File: config.mk
export PLATFORM = sky130hd
export DESIGN_NAME = key_led_drv_flat
export DESIGN_NICKNAME = d
export VERILOG_FILES = /design/src/rtl/key_led_pkg.sv /design/src/rtl/key_led_drv_if.sv /design/src/rtl/led_timebase.sv /design/src/rtl/key_led_drv.sv /design/src/flat_wrapper.sv
export SDC_FILE = /design/constraint.sdc
export NUM_CORES = 1
export LEC_CHECK = 0
export ABC_AREA = 1
export CORE_ASPECT_RATIO = 0.7
export CORE_MARGIN = 10
export CORE_UTILIZATION = 60
export DETAILED_ROUTE_END_ITERATION = 12
export DONT_BUFFER_PORTS = 1
export HOLD_SLACK_MARGIN = 0.15
export PLACE_DENSITY = 0.8
export SETUP_SLACK_MARGIN = 0.3
export SYNTH_ARGS = -nofsm -noshare
export SYNTH_HDL_FRONTEND = slang
export SYNTH_HIERARCHICAL = 1
export SYNTH_SLANG_ARGS = --single-unit
File: constraint.sdc
create_clock -name clk -period 2.2 [get_ports clk]
set_input_delay 0.44 -clock clk [delete_from_list [all_inputs] [get_ports clk]]
set_output_delay 0.44 -clock clk [all_outputs]
set_load 0.03 [all_outputs]
File: src/rtl/key_led_pkg.sv
// Shared constants for the key-to-LED driver: per-channel mode encoding.
package key_led_pkg;

  localparam int MODE_W = 2;

  localparam logic [MODE_W-1:0] MODE_OFF   = 2'd0;
  localparam logic [MODE_W-1:0] MODE_ON    = 2'd1;
  localparam logic [MODE_W-1:0] MODE_BLINK = 2'd2;
  localparam logic [MODE_W-1:0] MODE_DIM   = 2'd3;

endpackage

File: src/rtl/key_led_drv_if.sv
// Key/LED signal bundle between the debounce stage, this driver and the LED pins.
interface key_led_drv_if #(
  parameter int LED_WIDTH = 8
);

  logic [LED_WIDTH-1:0]   btn_deb;
  logic [LED_WIDTH-1:0]   led;
  logic [2*LED_WIDTH-1:0] led_mode;
  logic [LED_WIDTH-1:0]   press_pulse;

  modport master (
    output btn_deb,
    input  led,
    input  led_mode,
    input  press_pulse
  );

  modport slave (
    input  btn_deb,
    output led,
    output led_mode,
    output press_pulse
  );

endinterface

File: src/rtl/led_timebase.sv
// Free-running blink and PWM timebases shared by every LED channel so that
// all blinking LEDs stay in phase.
module led_timebase #(
  parameter logic [23:0] BLINK_HALF = 24'd6750000,
  parameter logic [7:0]  DIM_DUTY   = 8'd64
) (
  input  logic clk,
  input  logic rst,
  output logic blink_ph,
  output logic dim_on
);

  localparam logic [23:0] BLINK_LAST = BLINK_HALF - 24'd1;

  logic [23:0] blink_cnt;
  logic [7:0]  pwm_cnt;

  always_ff @(posedge clk) begin
    if (rst) begin
      blink_cnt <= '0;
      blink_ph  <= 1'b0;
      pwm_cnt   <= '0;
    end else begin
      pwm_cnt <= pwm_cnt + 8'd1;
      if (blink_cnt == BLINK_LAST) begin
        blink_cnt <= '0;
        blink_ph  <= ~blink_ph;
      end else begin
        blink_cnt <= blink_cnt + 24'd1;
      end
    end
  end

  // DIM_DUTY of 0 never lights; 8-bit compare keeps the duty in 1/256 steps
  assign dim_on = (pwm_cnt < DIM_DUTY);

endmodule

File: src/rtl/key_led_drv.sv
// Steps each LED through OFF -> ON -> BLINK -> DIM -> OFF on every key press;
// all outputs registered.
module key_led_drv
  import key_led_pkg::*;
#(
  parameter int          LED_WIDTH   = 8,
  parameter logic [23:0] BLINK_HALF  = 24'd6750000,
  parameter logic [7:0]  DIM_DUTY    = 8'd64,
  parameter logic        BTN_ACT_LOW = 1'b1,
  parameter logic        LED_ACT_LOW = 1'b0
) (
  input  logic          clk,
  input  logic          rst,
  key_led_drv_if.slave  bus
);

  logic [LED_WIDTH-1:0]        pressed;
  logic [LED_WIDTH-1:0]        pressed_q;
  logic [LED_WIDTH-1:0]        btn_prev;
  logic [LED_WIDTH-1:0]        press;
  logic [LED_WIDTH-1:0]        press_pulse_q;
  logic [LED_WIDTH-1:0]        lit;
  logic [LED_WIDTH-1:0]        led_q;
  logic [MODE_W*LED_WIDTH-1:0] mode_q;
  logic                        blink_ph;
  logic                        dim_on;

  led_timebase #(
    .BLINK_HALF (BLINK_HALF),
    .DIM_DUTY   (DIM_DUTY)
  ) u_timebase (
    .clk      (clk),
    .rst      (rst),
    .blink_ph (blink_ph),
    .dim_on   (dim_on)
  );

  assign pressed = bus.btn_deb ^ {LED_WIDTH{BTN_ACT_LOW}};
  // pressed_q is the sampled level; btn_prev lags it by one cycle
  assign press   = pressed_q & ~btn_prev;

  always_comb begin
    lit = '0;
    for (int i = 0; i < LED_WIDTH; i++) begin
      case (mode_q[MODE_W*i +: MODE_W])
        MODE_ON:    lit[i] = 1'b1;
        MODE_BLINK: lit[i] = blink_ph;
        MODE_DIM:   lit[i] = dim_on;
        default:    lit[i] = 1'b0;
      endcase
    end
  end

  always_ff @(posedge clk) begin
    if (rst) begin
      pressed_q     <= '0;
      btn_prev      <= '0;
      press_pulse_q <= '0;
      mode_q        <= '0;
      led_q         <= {LED_WIDTH{LED_ACT_LOW}};
    end else begin
      pressed_q     <= pressed;
      btn_prev      <= pressed_q;
      press_pulse_q <= press;
      led_q         <= lit ^ {LED_WIDTH{LED_ACT_LOW}};
      for (int i = 0; i < LED_WIDTH; i++) begin
        if (press[i]) begin
          mode_q[MODE_W*i +: MODE_W] <= mode_q[MODE_W*i +: MODE_W] + 2'd1;
        end
      end
    end
  end

  assign bus.led         = led_q;
  assign bus.led_mode    = mode_q;
  assign bus.press_pulse = press_pulse_q;

endmodule

File: src/flat_wrapper.sv
// flat-port wrapper written by rule: the top's interface ports become plain ports
module key_led_drv_flat import key_led_pkg::*;
#(
  parameter int          LED_WIDTH   = 8,
  parameter logic [23:0] BLINK_HALF  = 24'd6750000,
  parameter logic [7:0]  DIM_DUTY    = 8'd64,
  parameter logic        BTN_ACT_LOW = 1'b1,
  parameter logic        LED_ACT_LOW = 1'b0
)
  (clk, rst, bus_btn_deb, bus_led, bus_led_mode, bus_press_pulse);
  key_led_drv_if #(.LED_WIDTH(LED_WIDTH)) bus_i ();
  input  logic clk;
  input  logic rst;
  input wire logic [$bits(bus_i.btn_deb)-1:0] bus_btn_deb;
  output wire logic [$bits(bus_i.led)-1:0] bus_led;
  output wire logic [$bits(bus_i.led_mode)-1:0] bus_led_mode;
  output wire logic [$bits(bus_i.press_pulse)-1:0] bus_press_pulse;
  assign bus_i.btn_deb = bus_btn_deb;
  assign bus_led = bus_i.led;
  assign bus_led_mode = bus_i.led_mode;
  assign bus_press_pulse = bus_i.press_pulse;
  key_led_drv #(.LED_WIDTH(LED_WIDTH), .BLINK_HALF(BLINK_HALF), .DIM_DUTY(DIM_DUTY), .BTN_ACT_LOW(BTN_ACT_LOW), .LED_ACT_LOW(LED_ACT_LOW)) u_core (.clk(clk), .rst(rst), .bus(bus_i));
endmodule
==> run_results.csv, run 1 <==
group,metric,value,unit
critical_path,rrSetupSlack,700,ps
timing,finClkSkew,10.9,ps
clock_network,path_clk_slew,80,ps
layout,num-fill-cells,458,
critical_path,rr_endpoint,"u_core/u_timebase/blink_cnt[23]$_SDFF_PP0_",
global_routing,grt_remaining_overflow,0,
synthesis,yosys.area_share.simple,32.6,%
power,net-switching-power,0.000753,W
floorplanning,die_area,9580,um2
global_routing,grt_max_degree,29,
power,power.internal,0.00214,W
hold_path,min-delay-path-class,"input pin to flop",
timing,final_period_minus_worst_setup_slack,1500,ps
layout,final_cell_mix,"93 x sky130_fd_sc_hd__nor2_1, 89 x sky130_fd_sc_hd__nand2_1, 81 x sky130_fd_sc_hd__dfxtp_1, 58 x sky130_fd_sc_hd__inv_1, 35 x sky130_fd_sc_hd__nand3_1",
routing,wl_per_cell,13.2,um
layout,antenna-diode-count,0,
placement,gp_congestion,0.901,
floorplanning,rows,23,
clock_network,cts_htree_levels,3,
routing,drc_errors_left,0,
critical_path,worst_setup_path_endpoint,"u_core/u_timebase/blink_cnt[23]$_SDFF_PP0_",
floorplanning,fp.dieW,113,um
outcome,status,"complete, no violations",
layout,multi_input_comb_area,1670,um2
floorplanning,die_h,84.9,um
critical_path,critical_path_required,2430,ps
power,power_density,723,nW/um2
synthesis,syn-cell-area,3610,um2
synthesis,synthMuxAreaShare,0,%
global_routing,first_global_vias,2613,
timing,final-setup-viol-count,0,
critical_path,worst-setup-path-type,"flop to flop",
critical_path,reg2regPathDepth,6,
timing,unrepaired_setup_endpoints_after_global_routing,"false",
critical_path,setup.worst_path.end_class,"flop",
global_routing,gr-usage-all-layers,15.8,%
timing,min_period_over_period,68.1,%
routing,routed-via-count,2880,
placement,place.detailed.hpwl,5.00,mm
power,vdd_ir_drop_max,0.000521,V
routing,postRouteAntennaNets,0,
layout,final_nets,520,
timing,finalSetupTns,0,ps
clock_network,cts.sink_count,81,
global_routing,antenna_violations_before_repair,0,
power,combinationalPowerShare,6.4,%
placement,placed_area,3620,um2
floorplanning,core_region_area,5780,um2
clock_network,post-cts-setup-buffers,0,
clock_network,tritoncts,"built",
layout,layout-area-overhead-vs-synth,10.6,%
synthesis,count_of_cell_types_in_the_netlist,26,
layout,final_cell_area,4000,um2
floorplanning,io_pins,42,
synthesis,ys_seq_area_share,44.9,%
synthesis,ys_seq_elements,81,
critical_path,worst_r2r_startpoint,"u_core/u_timebase/blink_cnt[0]$_SDFF_PP0_",
synthesis,synth_area_per_cell,7.67,um2
synthesis,synthXorXnorAreaFrac,3.63,%
routing,drt_first_iter_violations,203,
power,netSwitchingFraction,26.1,%
timing,report.final.slew_viol_count,0,
clock_network,cts-root-to-sink-buffers,2,
timing,max_slew.worst_pin.slew,718,ps
timing,max_slew_margin,52.0,%
global_routing,first_pass_grt_wire_length,12.5,mm
timing,hold_viol,0,
synthesis,netlist_instances,471,
power,share_seq_of_total_power,57.7,%
routing,post_drt_via_cell_ratio,5.03,
synthesis,synth_fa_ha_area_share,6.23,%
clock_network,ctsRootBufferMaster,"sky130_fd_sc_hd__clkbuf_8",
critical_path,worst_setup_path_start_kind,"flop",
run,max_cap_violations,0,
synthesis,area_fraction_in_compound_gates_after_synthesis,3.84,%
clock_network,insertion_delay,350,ps
layout,layout.area.seq,1620,um2
power,power.static_leakage,1.66,nW
layout,layout.cells.most_common,"sky130_fd_sc_hd__nor2_1",
synthesis,synth-warning-count,6,
routing,wirelength,7.53,mm
synthesis,syn-num-nets,499,
power,share_clk_of_total_power,35.9,%
routing,first_pass_iters,5,
synthesis,synth_top_family_by_area,"simple AND/OR/NAND/NOR gates",
critical_path,worst-endpoint-arrival,1730,ps
placement,buffer_ports.inserted,0,
layout,fraction_of_final_layout_cells_with_drive_strength_greater_than_1,8.65,%
critical_path,crit_path_start,"u_core/u_timebase/blink_cnt[0]$_SDFF_PP0_",
clock_network,tritoncts.num_buffers,9,
critical_path,worst-path-max-fanout,23,
floorplanning,initial_util,62.5,%
timing,maxClockFrequency,668,MHz
[flip-flops by register name, indices dropped and copies added (netlist names)]
name	cells
u_core/bus.led	8
u_core/u_timebase/pwm_cnt	8
u_core/bus.led_mode	16
u_core/btn_prev	8
u_core/pressed_q	8
u_core/u_timebase/blink_ph	1
u_core/u_timebase/blink_cnt	24
u_core/bus.press_pulse	8
[critical path, cell delays in order, from the launching register on]
cell and delay [ps]:
sky130_fd_sc_hd__dfxtp_1 370, sky130_fd_sc_hd__ha_1 230, sky130_fd_sc_hd__nand3_1 150, sky130_fd_sc_hd__nor2_1 160, sky130_fd_sc_hd__nand3_2 140, sky130_fd_sc_hd__nand2_4 250
sky130_fd_sc_hd__nor2_1 80
[worst min path at each step]
stage,startpoint,end,slack [ps],cells after the start
final,rst,u_core/bus.press_pulse[6]$_SDFF_PP0_,180,1
after global routing,rst,u_core/bus.press_pulse[6]$_SDFF_PP0_,160,1
after CTS,rst,u_core/bus.press_pulse[7]$_SDFF_PP0_,150,1
after detailed placement,u_core/btn_prev[5]$_SDFF_PP0_,u_core/bus.press_pulse[5]$_SDFF_PP0_,410,1
after global placement,u_core/btn_prev[0]$_SDFF_PP0_,u_core/bus.press_pulse[0]$_SDFF_PP0_,410,1
after floorplan,u_core/btn_prev[0]$_SDFF_PP0_,u_core/bus.press_pulse[0]$_SDFF_PP0_,400,1
[area by class of cell]
class,count,share of cell area [%]
Timing Repair Buffer,19,4.76
Clock inverter,5,1.41
Clock buffer,11,3.29
Tap cell,75,2.35
Sequential cell,81,40.6
Multi-Input combinational cell,322,41.9
Inverter,59,5.73
[power by group through the flow]
stage	sequential, W	combinational [W]	clock, W
global placement	0.00170	0.000141	0
finish	0.00167	0.000185	0.00104
global route	0.00168	0.000217	0.00113
floorplan	0.00168	0.000149	0
CTS	0.00167	0.000178	0.00106
detailed placement	0.00170	0.000149	0
[synth_stat cells]
cell type | n | area (um2)
sky130_fd_sc_hd__a21oi_1 | 22 | 110
sky130_fd_sc_hd__inv_1 | 58 | 218
sky130_fd_sc_hd__and2_1 | 1 | 6.26
sky130_fd_sc_hd__o21bai_1 | 1 | 7.51
sky130_fd_sc_hd__nor2_2 | 12 | 75.1
sky130_fd_sc_hd__nand2_2 | 6 | 37.5
sky130_fd_sc_hd__nand2_4 | 2 | 22.5
sky130_fd_sc_hd__nor3_1 | 10 | 50.1
sky130_fd_sc_hd__buf_2 | 2 | 10.0
sky130_fd_sc_hd__nand3_2 | 1 | 10.0
sky130_fd_sc_hd__nand4_1 | 4 | 25.0
sky130_fd_sc_hd__dfxtp_1 | 81 | 1620
sky130_fd_sc_hd__nor2_4 | 7 | 78.8
sky130_fd_sc_hd__xnor2_1 | 8 | 70.1
sky130_fd_sc_hd__a31oi_1 | 1 | 6.26
sky130_fd_sc_hd__clkbuf_2 | 1 | 5.00
sky130_fd_sc_hd__ha_1 | 18 | 225
sky130_fd_sc_hd__nand3_1 | 35 | 175
sky130_fd_sc_hd__nor2_1 | 93 | 349
sky130_fd_sc_hd__o21ai_0 | 3 | 15.0
sky130_fd_sc_hd__nand3b_1 | 2 | 15.0
sky130_fd_sc_hd__buf_8 | 2 | 30.0
sky130_fd_sc_hd__xor2_1 | 7 | 61.3
sky130_fd_sc_hd__buf_6 | 4 | 45.0
sky130_fd_sc_hd__nand2_1 | 89 | 334
sky130_fd_sc_hd__inv_8 | 1 | 11.3
[logic make-up after synthesis]
logic type / after synthesis
AND/OR/NAND/NOR: 262
XOR/XNOR: 15
flip-flops: 81
AO/OA/AOI/OAI: 27
buffers and inverters: 68
adder cells (fa/ha/maj): 18
[through the flow]
step	worst slack (ps)	utilization, %	total power [W]	hold WS, ps	cells
floorplan	868	-	0.00183	398	471
global placement	750	62.6	0.00184	409	537
detailed placement	711	62.6	0.00185	413	537
CTS	698	68.7	0.00291	150	570
global route	569	69.1	0.00303	155	572
finish	702	69.1	0.00289	177	572
[per-layer routing]
metal / GRT usage [%] / up-vias / wire [um]
met5: 0 / - / 0
met2: 24.1 / 91 / 3320
met3: 6.40 / 11 / 668
li1: - / 1495 / -
met1: 19.5 / 1283 / 3420
met4: 6.55 / 0 / 127
[what timing repair did]
action	4_1_cts	5_1_grt
hold endpoints to repair	14	4
gates resized for setup	0	0
hold buffers	17	2
(Power assumes the default switching activity.)
==> run 2, diff against run 1 <==
==> constraint.sdc (replaced) <==
create_clock -name clk -period 1.4 [get_ports clk]
set_input_delay 0.28 -clock clk [delete_from_list [all_inputs] [get_ports clk]]
set_output_delay 0.28 -clock clk [all_outputs]
set_load 0.03 [all_outputs]
==> run 2 against run 1 <==
  * The flow now finishes with violations (hold timing, setup timing)
  * Clock power increased by 76%
  * Sequential share of layout area is 2.9 points lower
  * Core utilization rose by 11 points
  * Setup slack worse by 770 ps
  * Global-route usage increased by 2.9 points
  * Power up 68%
  * Critical path depth grew 3
  * Via count grew 21%
  * Design area grew 17%
  * Largest power group unchanged
  * Highest routed layer unchanged
==> run_results.csv, run 2 (synthesis results as in run 1) <==
group,metric,value,unit
clock_network,cts.sink_count,81,
floorplanning,die_h,84.9,um
layout,antenna-diode-count,0,
clock_network,cts-root-to-sink-buffers,2,
placement,post-place-cells,544,
layout,layoutNonFillerInstCount,594,
timing,setup_slack,-65.1,ps
routing,routed-via-count,3473,
timing,final.hold.worst_slack,-26.4,ps
clock_network,path_clk_slew,90,ps
layout,num-fill-cells,290,
routing,first_pass_iters,8,
timing,maxClockFrequency,683,MHz
run,max_cap_violations,0,
clock_network,tritoncts.num_buffers,9,
routing,wirelength,10.8,mm
layout,top_register,"u_core/u_timebase/blink_cnt",
global_routing,first_global_vias,3075,
floorplanning,fp.dieW,113,um
outcome,status,"finished with violations",
clock_network,insertion_delay,360,ps
routing,post_drt_via_cell_ratio,5.85,
hold_path,min-delay-path-class,"input pin to flop",
critical_path,worst-path-max-fanout,3,
floorplanning,io_pins,42,
timing,final-setup-viol-count,4,
timing,max_slew.worst_pin.slew,664,ps
clock_network,ctsRootBufferMaster,"sky130_fd_sc_hd__clkbuf_8",
critical_path,worst-endpoint-arrival,1760,ps
routing,postRouteAntennaNets,0,
critical_path,worst-setup-path-type,"flop to flop",
timing,finClkSkew,11.9,ps
critical_path,critical_path_required,1700,ps
critical_path,crit_path_start,"u_core/u_timebase/blink_cnt[10]$_SDFF_PP0_",
critical_path,setup.worst_path.end_class,"flop",
critical_path,rrSetupSlack,-70,ps
critical_path,worst_r2r_startpoint,"u_core/u_timebase/blink_cnt[10]$_SDFF_PP0_",
timing,finalSetupTns,-120,ps
floorplanning,die_area,9580,um2
timing,unrepaired_setup_endpoints_after_global_routing,"true",
placement,gp_congestion,0.905,
power,power_density,1040,nW/um2
layout,layout-area-overhead-vs-synth,28.8,%
placement,buffer_ports.inserted,0,
clock_network,cts_htree_levels,3,
layout,fraction_of_final_layout_cells_with_drive_strength_greater_than_1,38.2,%
critical_path,worst_setup_path_start_kind,"flop",
timing,max_slew_margin,55.6,%
placement,place.detailed.hpwl,5.16,mm
global_routing,antenna_violations_before_repair,0,
floorplanning,rows,23,
routing,drc_errors_left,0,
floorplanning,core_region_area,5780,um2
timing,report.final.slew_viol_count,0,
layout,final_cell_mix,"75 x sky130_fd_sc_hd__nand2_1, 69 x sky130_fd_sc_hd__nor2_1, 47 x sky130_fd_sc_hd__inv_1, 29 x sky130_fd_sc_hd__nand3_1, 29 x sky130_fd_sc_hd__dfxtp_2",
global_routing,grt_max_degree,39,
power,power.static_leakage,1.90,nW
global_routing,first_pass_grt_wire_length,14.6,mm
layout,flip_flop_count_of_the_largest_register_all_copies_and_words_added,24,
floorplanning,initial_util,62.5,%
layout,final_core_utilization,80.5,%
critical_path,rr_endpoint,"u_core/u_timebase/blink_cnt[21]$_SDFF_PP0_",
critical_path,worst_setup_path_endpoint,"u_core/u_timebase/blink_cnt[21]$_SDFF_PP0_",
timing,hold_viol,8,
layout,final_nets,543,
power,finalPower,0.00485,W
global_routing,grt_remaining_overflow,0,
clock_network,tritoncts,"built",
routing,wl_per_cell,18.2,um
routing,drt_first_iter_violations,414,
critical_path,reg2regPathDepth,9,
layout,layout.cells.most_common,"sky130_fd_sc_hd__nand2_1",
power,vdd_ir_drop_max,0.000634,V
timing,min_period_over_period,105,%
outcome,failed_checks,"hold timing, setup timing",
global_routing,gr-usage-all-layers,18.8,%
timing,final_period_minus_worst_setup_slack,1470,ps
run 2: how the worst min path moves through the flow:
| stage | start | to | slack (ps) | cells after the start |
|---|---|---|---|---|
| final | rst | u_core/u_timebase/pwm_cnt[0]$_SDFF_PP0_ | -30 | 1 |
| after CTS | rst | u_core/u_timebase/pwm_cnt[1]$_SDFF_PP0_ | -30 | 1 |
| after global placement | bus_btn_deb[1] | u_core/pressed_q[1]$_SDFF_PP0_ | 350 | 1 |
| after global routing | rst | u_core/u_timebase/pwm_cnt[1]$_SDFF_PP0_ | -30 | 1 |
| after detailed placement | bus_btn_deb[6] | u_core/pressed_q[6]$_SDFF_PP0_ | 350 | 1 |
| after floorplan | rst | u_core/u_timebase/pwm_cnt[0]$_SDFF_PP0_ | 350 | 1 |
run 2: final cells by class:
type / count / area [um2] / share of cell area, %
flip-flops and latches: 81 / 1760 / 37.7
clock buffers: 10 / 128 / 2.74
inverters: 59 / 229 / 4.92
clock inverters: 5 / 81.3 / 1.75
repair buffers: 39 / 330 / 7.09
well taps: 75 / 93.8 / 2.02
multi-input cells: 325 / 2040 / 43.8
run 2: power by group:
group	leakage [nW]	internal (W)	switching, W
Sequential	0.693	0.00239	0.000223
Clock	0.102	0.000995	0.000840
Combinational	1.10	0.000179	0.000218
run 2: what timing repair did:
action,in CTS,in global routing
resized for setup,67,83
setup endpoints to repair,69,71
gates cloned,3,0
pin swaps,18,39
hold buffers,10,1
endpoints found under the hold margin,52,52
setup buffers,15,8
run 2: metal layers:
metal / GRT usage [%] / share of wire, % / wire length (um) / up-vias
li1: - / - / - / 1551
met1: 20.6 / 37 / 4000 / 1575
met2: 30.5 / 44 / 4810 / 258
met3: 8.02 / 12 / 1340 / 89
met4: 9.54 / 6.2 / 676 / 0
met5: 0 / 0 / 0 / -
run 2: critical path: stages, from the launching register on:
cell and delay (ps):
sky130_fd_sc_hd__dfxtp_2 380, sky130_fd_sc_hd__buf_4 140, sky130_fd_sc_hd__nand2_2 90, sky130_fd_sc_hd__nor2_2 140, sky130_fd_sc_hd__nand2_1 110, sky130_fd_sc_hd__nor2_4 160, sky130_fd_sc_hd__nand2_1 100, sky130_fd_sc_hd__nand2_1 110
sky130_fd_sc_hd__nand2_1 90, sky130_fd_sc_hd__nor2_2 80
run 2: stage by stage:
stage	cell area [um2]	worst slack, ps
after floorplan	3660	216
after global placement	3710	86.6
after detailed placement	3710	20.8
after CTS	4350	98.3
after global routing	4660	-104
final	4660	-65.1
